<file path="src/rtl/rom_msg_streamer.sv">
// ============================================================================
// Module      : rom_msg_streamer
// Description : Character ROM with a start/length/loop sequencer streaming
//               entries over valid/ready, plus a registered random-read port.
// Revision    : 1.0 - initial release
// ============================================================================
`default_nettype none

module rom_msg_streamer #(
    parameter int DATA_W = 8,
    parameter int DEPTH  = 16,
    parameter int ADDR_W = 4
) (
    input  logic              clk,
    input  logic              rst_n,
    input  logic              start,
    input  logic [ADDR_W-1:0] start_addr,
    input  logic [ADDR_W:0]   len,
    input  logic              loop_en,
    input  logic              abort,
    input  logic              out_ready,
    output logic [DATA_W-1:0] out_data,
    output logic              out_valid,
    output logic              out_last,
    output logic              busy,
    output logic              done,
    input  logic [ADDR_W-1:0] rd_addr,
    output logic [DATA_W-1:0] rd_data
);

    localparam logic [ADDR_W:0] c_depth_len = (ADDR_W+1)'(DEPTH);
    localparam logic [ADDR_W:0] c_one_len   = (ADDR_W+1)'(1);

    typedef enum logic [1:0] {
        S_IDLE   = 2'd0,
        S_STREAM = 2'd1,
        S_DONE   = 2'd2
    } state_t;

    state_t            r_state, w_state_nxt;
    logic [ADDR_W-1:0] r_addr, w_addr_nxt;
    logic [ADDR_W-1:0] r_start_addr, w_start_addr_nxt;
    logic [ADDR_W:0]   r_len, w_len_nxt;
    logic [ADDR_W:0]   r_cnt, w_cnt_nxt;
    logic [ADDR_W:0]   w_len_clamped;
    logic              r_loop, w_loop_nxt;
    logic [DATA_W-1:0] w_data_nxt;
    logic              w_valid_nxt, w_last_nxt, w_done_nxt;
    logic              w_xfer;
    logic [ADDR_W-1:0] w_addr_inc;

    // Message contents; anything beyond index 15 reads as zero.
    function automatic logic [DATA_W-1:0] rom_at(input logic [ADDR_W-1:0] a);
        logic [7:0] c;
        case (32'(a))
            0:       c = 8'h53;
            1:       c = 8'h50;
            2:       c = 8'h41;
            3:       c = 8'h54;
            4:       c = 8'h41;
            5:       c = 8'h52;
            6:       c = 8'h55;
            7:       c = 8'h49;
            8:       c = 8'h4F;
            9:       c = 8'h4E;
            10:      c = 8'h45;
            11:      c = 8'h53;
            12:      c = 8'h43;
            13:      c = 8'h55;
            14:      c = 8'h42;
            15:      c = 8'h38;
            default: c = 8'h00;
        endcase
        return DATA_W'(c);
    endfunction

    assign w_len_clamped = (len > c_depth_len) ? c_depth_len : len;
    assign w_xfer        = out_valid && out_ready;
    assign w_addr_inc    = r_addr + ADDR_W'(1);
    assign busy          = (r_state == S_STREAM);

    always_comb begin
        w_state_nxt      = r_state;
        w_addr_nxt       = r_addr;
        w_start_addr_nxt = r_start_addr;
        w_len_nxt        = r_len;
        w_cnt_nxt        = r_cnt;
        w_loop_nxt       = r_loop;
        w_data_nxt       = out_data;
        w_valid_nxt      = out_valid;
        w_last_nxt       = out_last;
        w_done_nxt       = 1'b0;

        case (r_state)
            S_IDLE, S_DONE: begin
                if (r_state == S_DONE) begin
                    w_state_nxt = S_IDLE;
                end
                if (start && !abort) begin
                    if (len == '0) begin
                        w_state_nxt = S_DONE;
                        w_done_nxt  = 1'b1;
                    end else begin
                        w_state_nxt      = S_STREAM;
                        w_start_addr_nxt = start_addr;
                        w_len_nxt        = w_len_clamped;
                        w_loop_nxt       = loop_en;
                        w_addr_nxt       = start_addr;
                        w_cnt_nxt        = c_one_len;
                        w_data_nxt       = rom_at(start_addr);
                        w_valid_nxt      = 1'b1;
                        w_last_nxt       = (w_len_clamped == c_one_len);
                    end
                end
            end
            S_STREAM: begin
                if (abort) begin
                    w_state_nxt = S_IDLE;
                    w_valid_nxt = 1'b0;
                    w_last_nxt  = 1'b0;
                end else if (w_xfer) begin
                    if (out_last) begin
                        if (r_loop) begin
                            // Restart the pass with no bubble.
                            w_addr_nxt = r_start_addr;
                            w_cnt_nxt  = c_one_len;
                            w_data_nxt = rom_at(r_start_addr);
                            w_last_nxt = (r_len == c_one_len);
                        end else begin
                            w_state_nxt = S_DONE;
                            w_valid_nxt = 1'b0;
                            w_last_nxt  = 1'b0;
                            w_done_nxt  = 1'b1;
                        end
                    end else begin
                        w_addr_nxt = w_addr_inc;
                        w_cnt_nxt  = r_cnt + c_one_len;
                        w_data_nxt = rom_at(w_addr_inc);
                        w_last_nxt = ((r_cnt + c_one_len) == r_len);
                    end
                end
            end
            default: begin
                w_state_nxt = S_IDLE;
                w_valid_nxt = 1'b0;
                w_last_nxt  = 1'b0;
            end
        endcase
    end

    always_ff @(posedge clk or negedge rst_n) begin
        if (!rst_n) begin
            r_state      <= S_IDLE;
            r_addr       <= '0;
            r_start_addr <= '0;
            r_len        <= '0;
            r_cnt        <= '0;
            r_loop       <= 1'b0;
            out_data     <= '0;
            out_valid    <= 1'b0;
            out_last     <= 1'b0;
            done         <= 1'b0;
        end else begin
            r_state      <= w_state_nxt;
            r_addr       <= w_addr_nxt;
            r_start_addr <= w_start_addr_nxt;
            r_len        <= w_len_nxt;
            r_cnt        <= w_cnt_nxt;
            r_loop       <= w_loop_nxt;
            out_data     <= w_data_nxt;
            out_valid    <= w_valid_nxt;
            out_last     <= w_last_nxt;
            done         <= w_done_nxt;
        end
    end

    always_ff @(posedge clk or negedge rst_n) begin
        if (!rst_n) begin
            rd_data <= '0;
        end else begin
            rd_data <= rom_at(rd_addr);
        end
    end

endmodule

`default_nettype wire

</file>
<file path="config.mk">
export PLATFORM = sky130hd
export DESIGN_NAME = rom_msg_streamer
export DESIGN_NICKNAME = d
export VERILOG_FILES = /design/src/rtl/rom_msg_streamer.sv
export SDC_FILE = /design/constraint.sdc
export NUM_CORES = 1
export LEC_CHECK = 0
export CORE_MARGIN = 4
export CORE_UTILIZATION = 50
export DETAILED_ROUTE_END_ITERATION = 12
export PLACE_DENSITY = 0.76
export SLEW_MARGIN = 20
export SYNTH_ARGS = -nofsm -noshare
export SYNTH_HDL_FRONTEND = slang
export SYNTH_SLANG_ARGS = --single-unit
</file>
<file path="constraint.sdc">
create_clock -name clk -period 1.9 [get_ports clk]
set_input_delay 0.19 -clock clk [delete_from_list [all_inputs] [get_ports clk]]
set_output_delay 0.19 -clock clk [all_outputs]
set_load 0.03 [all_outputs]
</file>
## Word level (Yosys, flattened, before mapping)

Memory sizes are Yosys's and may differ from the RTL's. A register that Yosys moved wholly into a read port is not among the register bits.
Index checks and enable logic that the tools add are counted.

| cells by class | value |
|---|---|
| add/subtract/negate cells | 2 |
| multipliers | 0 |
| div/mod/pow operators | 0 |
| magnitude comparators | 1 |
| equal/unequal tests | 14 |
| shift operators | 0 |
| muxes and demuxes | 51 |
| bitwise operators | 1 |
| reductions and logical operators | 13 |

Operators with widths:

| kind | number |
|---|---|
| $mux 8 | 6 |
| $mux 5 | 7 |
| $mux 4 | 6 |
| $mux 1 | 18 |
| $pmux 8 s2 | 1 |
| $mux 2 | 7 |
| $eq 5x1->1 const B | 2 |
| $pmux 5 s2 | 1 |
| $ne 3x3->1 const B | 3 |
| $pmux 4 s2 | 1 |
| $ne 2x2->1 const B | 3 |
| $ne 3x2->1 const B | 2 |
| $pmux 1 s2 | 3 |
| $reduce_and 3->1 | 2 |
| $reduce_and 6->1 | 1 |
| $add 5x1->5 const B | 1 |
| $eq 5x5->1 | 1 |
| $gt 5x5->1 const B | 1 |
| $logic_not 5->1 | 1 |
| $reduce_and 5->1 | 1 |
| $add 4x1->4 const B | 1 |
| $pmux 2 s2 | 1 |
| $reduce_and 4->1 | 1 |
| $eq 2x1->1 const B | 1 |
| 8 further kinds | 10 |

| storage, ports and cells | value |
|---|---|
| flip-flop bits (word level) | 40 |
| latch bits | 0 |
| RAM bits | 0 |
| bits in read-only memories | 448 |
| input bits | 19 |
| logic and storage cells | 97 |
| memories | 4 |

Memory list:

| name | words | bits a word | rd ports | clocked after Yosys merged registers in | write ports | RTL line | RTL |
|---|---|---|---|---|---|---|---|
| (no name shown) | 16 | 7 | 1 | 1 | 0 | 55 | `case (32'(a))` |
| (no name shown) | 16 | 7 | 1 | 0 | 0 | 55 |  |
| (no name shown) | 16 | 7 | 1 | 0 | 0 | 55 |  |
| (no name shown) | 16 | 7 | 1 | 0 | 0 | 55 |  |

## Longest topological paths before layout

Gate-level depths: netlist (run 1).

| logic depth | value |
|---|---|
| depth after elaboration | 6 |
| mapped depth | 8 |
| gate-level depth less buffers | 7 |

## Least setup slack after synthesis (run 1)

OpenSTA, ideal clock, no wires.

| timing path | value |
|---|---|
| path kind | reg-to-reg |
| start | reg r_state[0] |
| end | reg out_data[4] |
| arrival time | 1714 ps |
| data required time | 1763 ps |
| setup slack | 49 ps |
| stages on the path, launching flop included | 7 |
| buffers on the path | 1 |
| clock period less this slack | 1851 ps |
| cell sequence | dfrtp_1 or3b_2 a21oi_1 buf_2 nor2_2 a222oi_1 o31ai_1 |

| on the way | value |
|---|---|
| word-level cells in the longest chain between the ends | 4 |

RTL lines:

| item | RTL line | RTL |
|---|---|---|
| start, declared | 40 | `state_t r_state, w_state_nxt;` |
| start signal, assigned | 164 | `r_state <= w_state_nxt;` |
| $eq 2x2->1 / $logic_not 2->1 (equally long branches) | 94 | `case (r_state)` |
| $reduce_or 2->1 | 94 |  |
| $ne 2x2->1 (no line) / $reduce_bool 2->1 (equally long branches) | -- |  |
| $reduce_and 6->1 (no line) | -- |  |
| end signal, assigned | 170 | `out_data <= w_data_nxt;` |
| end, declared | 22 | `output logic [DATA_W-1:0] out_data,` |

Several ways; a longest one is shown, not always the timed one.
A chain may end at the register's enable or synchronous reset.

## Final worst setup path (run 1)

| timing path | value |
|---|---|
| start | reg r_start_addr[1] |
| end | reg out_data[4] |

| on the way | value |
|---|---|
| word-level cells in the longest chain between the ends | 6 |

RTL lines:

| item | RTL line | RTL |
|---|---|---|
| start, declared | 42 | `logic [ADDR_W-1:0] r_start_addr, w_start_addr_nxt;` |
| start signal, assigned | 166 | `r_start_addr <= w_start_addr_nxt;` |
| $mem_v2 16x7 | -- |  |
| $mux 8 | 123 | `if (r_loop) begin` |
| $mux 8 | 122 | `if (out_last) begin` |
| $mux 8 | 121 | `end else if (w_xfer) begin` |
| $mux 8 | 117 | `if (abort) begin` |
| $pmux 8 s2 | 94 |  |

Every way passes these cells. The select of a mux whose other input is x is not followed.

==> metrics.md, run 1 <==
| Metric | Value |
|---|---|
| Final setup viols | 0 |
| First element of the critical path | r_start_addr[1]$_DFFE_PN0P_ |
| GP Congestion | 0.902 |
| Hold_ws | 0.456 ns |
| Clock share of power | 0.185 |
| Post-route DRC | 0 |
| Max Slew Vio Count | 0 |
| Antenna Diode Count | 0 |
| Most frequent cells in the layout | buf_4 (49), nand2_1 (46), dfrtp_1 (35) |
| Status | finished, final reports clean |
| WL final | 8070 um |
| Slew HR | 0.592 |
| WL/cell | about 17 um |
| I/O pins | 39 |
| IO Port Bufs | 36 |
| Top layer in use | met4 |
| Vias in the first global route | roughly 2700 |
| Post-synth EDFFs | 0 |
| Ratio of cells with drive above 1 in the final layout | 0.209 |
| R2r setup slk | 0.02 ns |
| # clock sinks | 38 |
| Worst Path Required | 2.05 ns |
| Yosys warning count | 0 |
| Synth cell types | 61 |
| Final WS setup | ~0.02 ns |
| Total CTS buffers | 5 |
| FF-to-FF Start | r_start_addr[1]$_DFFE_PN0P_ |
| Initial antenna violation count | 0 |
| Post-route insts no fill | 484 |
| H-tree depth | 2 |
| Final core occ | 0.701 |
| Seq/Total Area, Yosys | 0.323 |
| Primary FF master, synth | dfrtp_1 |
| DR WL met3 | between 400 and 500 um |
| Layout area overhead | 33.5% |
| Max VDD drop | 564 uV |
| Grt total ovfl | 0 |
| Sw Ratio | 0.404 |
| Post-route clock period utilization | 0.990 |
| Avg Synthesized Cell Area | between 8 and 9 sq um |
| Final Skew | 0.00605 ns |
| Remaining antenna violation count | 0 |
| Met1 Wirelength | 3450 um |
| Tot GR Track Use | 0.219 |
| Largest net degree at the start of global routing | 27 |
| Nets | 460 |
| Die span in y | 84.8 um |
| Metal2 WL | 4010 um |
| Most common cell after layout, fill and taps aside | buf_4 |
| Vias | 2814 |
| Post-synth ARST share | 1.00 |
| Fmax | 532 MHz |
| Crit Path Class | reg2reg |
| Internal power | 2.28 mW |
| Initial core utilization | 0.525 |
| Row cnt | 27 |
| CTS tree | yes |
| Logic pwr share | 0.522 |
| Die X | 84.8 um |
| Unrepaired setup endpoints after global routing | true |
| Min-Delay Path Class | in2async |
| Period minus WS final | between 1.5 and 2 ns |
| Core Area | 5610 sq um |
| CP Max Fanout | 4 |
| Max Cap Viol | 0 |
| Pleak | 1.74 nW |
| First-pass GRT wire length | 12900 um |
| CTS root buf | clkbuf_8 |
| Clk buf depth | 2 |
| P per Cell Area | 974 nW/um^2 |
| Reg clk slew, reported paths | ~0.080 ns |
| Register bit total from synthesis | 38 |
| Worst Setup End Kind | flop |
| Tightest Pin Transition | 0.612 ns |
| Vias/cell | 5.81 |
| Sequential Power Share | 0.293 |
| Syn Std Cell Area | about 2900 sq um |
| Detailed placement HPWL | 5910 um |
| Drt first pass iters | 4 |
| Final setup TNS | 0 ns |
| Startpoint Class | flop |
| Setup WS pre-CTS | -0.287 ns |
| Arr. time, crit path | slightly above 2 ns |
| Total net switching power | 1.55 mW |
| Hold Vio Cnt, Final | 0 |
| Cell count after synthesis | 337 |
| DIE AREA | roughly 7000 sq um |
| DR iter-0 viols | roughly 120 |
| Worst-Skew Late Latency | 0.29 ns |
| Inst Count DP | around 470 |
kinds of logic (layout without fill, tap and decap cells):
group                      after synthesis  after routing  share of synthesized area
AOI/OAI and AO/OA                       96             96                      0.211
and+or+nand+nor                        107            107                      0.185
muxes                                   16             16                     0.0671
adders and majority gates               29             29                      0.123
DFF                                     38             38                      0.323
xor gates and xnor gates                11             11                     0.0327
other                                    1              2                    0.00127
buffers and inverters                   39            113                     0.0569
through the flow:
step | cell area, sq um | total power, mW
after global placement | 3660 | 2.91
after detailed placement | 3660 | 2.96
after CTS | 3790 | 3.68
after floorplan | 2950 | 2.26
after global routing | 3930 | 4.07
final | 3930 | 3.83
final timing paths:
| check | endpoint | cells past startpoint |
|---|---|---|
| setup / recovery | out_data[4]$_DFFE_PN0P_ | 5 |
| hold / removal | out_data[1]$_DFFE_PN0P_ | 2 |
| setup reg to reg | out_data[4]$_DFFE_PN0P_ | 5 |
| hold reg to reg | out_data[0]$_DFFE_PN0P_ | 1 |
| max in group asynchronous | r_addr[1]$_DFFE_PN0P_ | 3 |
| min in group clk | r_loop$_DFFE_PN0P_ | 3 |
per-layer routing:
metal	up-vias	track usage
li1	1364	-
met1	1349	0.287
met2	84	0.379
met3	17	0.0314
met4	0	0.0547
met5	-	0
timing repair:
action                                  4_1_cts  5_1_grt
pin swaps                                     1        5
hold endpoints to repair                     24        0
hold buffers                                  1        0
setup buffers                                 0        5
endpoints found under the setup margin        4       10
resized for setup                             5       22
area by class of cell:
class	instances	area (sq um)
inverter	17	70.1
sequential	38	955
multi-input combinational	261	1930
clock inverter	1	30.0
fill	463	1670
tap	72	90.1
timing repair buffer	89	774
clock buffer	6	82.6
critical path, stage by stage, from the launching register on:
cell and delay, ns:
dfrtp_2 0.45, inv_2 0.10, ha_4 0.21, mux4_2 0.46, a222oi_1 0.37, o31ai_1 0.16
Yosys cell counts (3+ instances only):
library cell / count / area, sq um
nand2_1: 46 / 173
nand3b_1: 3 / 22.5
o32ai_1: 3 / 26.3
nor2_1: 12 / 45.0
o31ai_1: 5 / 37.5
xor2_1: 5 / 43.8
ha_1: 29 / 363
o21ai_0: 27 / 135
buf_1: 4 / 15.0
mux2i_1: 13 / 130
mux4_2: 3 / 67.6
xnor2_1: 6 / 52.6
nand2b_1: 4 / 25.0
nand3_1: 9 / 45.0
a211oi_1: 8 / 60.1
dfrtp_1: 38 / 951
nor3_1: 5 / 25.0
buf_4: 3 / 22.5
a31oi_1: 8 / 50.1
a22o_1: 5 / 43.8
a21oi_1: 18 / 90.1
and3_1: 3 / 18.8
clkbuf_1: 12 / 45.0
nor4_1: 5 / 31.3
inv_1: 16 / 60.1
o211ai_1: 4 / 30.0
nor3b_1: 3 / 22.5
state kept, by name (all words and copies together) (netlist names):
register      cells
out_last          1
rd_data           7
done              1
out_data          7
r_len             5
out_valid         1
r_cnt             5
r_loop            1
r_addr            4
r_start_addr      4
r_state           2
power by group through the flow:
stage / Sequential [mW] / Clock (mW) / Combinational [mW]
6_report: 1.12 / 0.707 / 2.00
5_1_grt: 1.15 / 0.744 / 2.17
4_1_cts: 1.11 / 0.708 / 1.86
3_5_place_dp: 1.12 / 0 / 1.84
3_3_place_gp: 1.12 / 0 / 1.79
2_1_floorplan: 1.23 / 0 / 1.03
Note: power is estimated with default switching activity, not from simulation.
==> inputs of run 2 (changes only) <==
==> constraint.sdc (replaced) <==
create_clock -name clk -period 1.9 [get_ports clk]
set_input_delay 0.38 -clock clk [delete_from_list [all_inputs] [get_ports clk]]
set_output_delay 0.38 -clock clk [all_outputs]
set_load 0.03 [all_outputs]
==> run 2 against run 1 <==
The flow now finishes with violations (negative hold slack). Non-clock buffer count up 5. First-iteration DRC count is 120% higher. Fmax rose by 0.49%. Final cell count rose by 1.2%. Sequential power hardly changed. Combinational power decreased by 3%. Global-route usage rose by 0.091 points. Sequential share of layout area down 0.33 points. Clock skew rose by 0.00099 ns. Routed wire length shrank 2.4%. Critical path type unchanged.
==> metrics.md, run 2 (same netlist as run 1, synthesis figures left out) <==
| Metric | Value |
|---|---|
| Status | finished with violations |
| Failing checks | negative hold slack |
| Drt first pass iters | 5 |
| P per Cell Area | approximately 990 nW/um^2 |
| Final Skew | 0.00704 ns |
| Die span in y | roughly 85 um |
| Vias in the first global route | 2688 |
| DR iter-0 viols | 264 |
| Period minus WS final | roughly 1.9 ns |
| Filler cell count | 441 |
| Max VDD drop | 511 uV |
| Remaining antenna violation count | 0 |
| I/O pins | 39 |
| Vias/cell | 5.80 |
| IO Port Bufs | 36 |
| DIE AREA | 7190 sq um |
| Final WS setup | 0.0286 ns |
| CTS tree | yes |
| Hold_ws | -0.000424 ns |
| Detailed placement HPWL | 5790 um |
| Final core occ | 0.708 |
| First-pass GRT wire length | 12800 um |
| Reg clk slew, reported paths | 0.08 ns |
| Finished Cell Area | 3970 sq um |
| # clock sinks | 38 |
| Total CTS buffers | 5 |
| Setup WS pre-CTS | -0.429 ns |
| Post-route clock period utilization | 0.985 |
| Fmax | about 530 MHz |
| GP Congestion | roughly 0.9 |
| Die X | 84.8 um |
| Grt total ovfl | 0 |
| Most frequent cells in the layout | buf_4 (54), nand2_1 (46), dfrtp_1 (38) |
| Pleak | 1.87 nW |
| Top Registers | out_data (7), rd_data (7) |
| Met1 Use GR | 0.294 |
| CP Max Fanout | 7 |
| Grt peak-use layer | met2 |
| Startpoint Class | flop |
| Most common cell after layout, fill and taps aside | buf_4 |
| CTS root buf | clkbuf_8 |
| Worst Path Required | approximately 2.1 ns |
| Vias | 2840 |
| Ratio of cells with drive above 1 in the final layout | 0.213 |
| Unrepaired setup endpoints after global routing | true |
| Post-route DRC | 0 |
| Final setup TNS | 0 ns |
| WL final | 7880 um |
| Layout area overhead | 34.8% |
| Hold Vio Cnt, Final | 1 |
| Arr. time, crit path | just over 2 ns |
| Inst Count DP | 479 |
| H-tree depth | 2 |
| Max Slew Vio Count | 0 |
| Worst-Skew Late Latency | 0.30 ns |
| Initial antenna violation count | 0 |
| Clk buf depth | 2 |
| Crit Path Class | reg2reg |
| Tot GR Track Use | 0.220 |
| Largest net degree at the start of global routing | 22 |
| Worst Setup End Kind | flop |
| Met2 GRT Util | 0.353 |
| Initial core utilization | 0.525 |
| Min-Delay Path Class | in2async |
| Antenna Diode Count | 0 |
| GR Layer Usage met3 | 0.0373 |
| Core Area | 5610 sq um |
| Max Cap Viol | 0 |
| Placed cell areas | 3720 sq um |
| Post-route insts no fill | 490 |
| Tot Pwr | 3.92 mW |
| Final setup viols | 0 |
| WL/cell | 16.1 um |
| Row cnt | 27 |
| Nets | 465 |
==> run 2: worst paths after layout <==
path	startpoint	endpoint	slack (ns)	depth (start not counted)
worst max-delay path	r_start_addr[0]$_DFFE_PN0P_	out_data[4]$_DFFE_PN0P_	0.03	5
worst min-delay path	rst_n	r_start_addr[0]$_DFFE_PN0P_	-0.0004	1
worst max register to register	r_start_addr[0]$_DFFE_PN0P_	out_data[4]$_DFFE_PN0P_	0.03	5
worst min register to register	out_data[0]$_DFFE_PN0P_	out_data[0]$_DFFE_PN0P_	0.52	1
max in group asynchronous	rst_n	r_addr[0]$_DFFE_PN0P_	1.44	2
min in group clk	out_data[0]$_DFFE_PN0P_	out_data[0]$_DFFE_PN0P_	0.52	1
==> run 2: area by class of cell <==
class,instances,area [sq um],area share
inverter,17,63.8,0.0161
tap,72,90.1,0.0227
sequential,38,951,0.239
multi-input combinational,261,1900,0.478
clock inverter,3,68.8,0.0173
clock buffer,5,68.8,0.0173
timing repair buffer,94,830,0.209
==> run 2: metal layers <==
metal  share of wire  wire, um  vias up
met3           0.060       474       22
li1                -         -     1368
met4           0.025       197        0
met1            0.44      3440     1326
met5               0         0        -
met2            0.48      3770      124
==> run 2: power by group <==
group          internal [mW]  switching, mW
combinational          0.862           1.09
sequential             0.959          0.167
clock                  0.526          0.316
total                   2.35           1.57
==> run 2: critical path, stage by stage (launching register included) <==
cell	delay (ns)
dfrtp_1	0.40
buf_4	0.18
ha_2	0.20
mux4_2	0.47
a222oi_1	0.35
o31ai_1	0.14
==> run 2: repair_timing <==
item	4_1_cts	5_1_grt
pin swaps	1	3
setup endpoints to repair	10	16
resized for setup	6	26
setup buffers	0	3
hold endpoints to repair	0	0
hold buffers	0	0
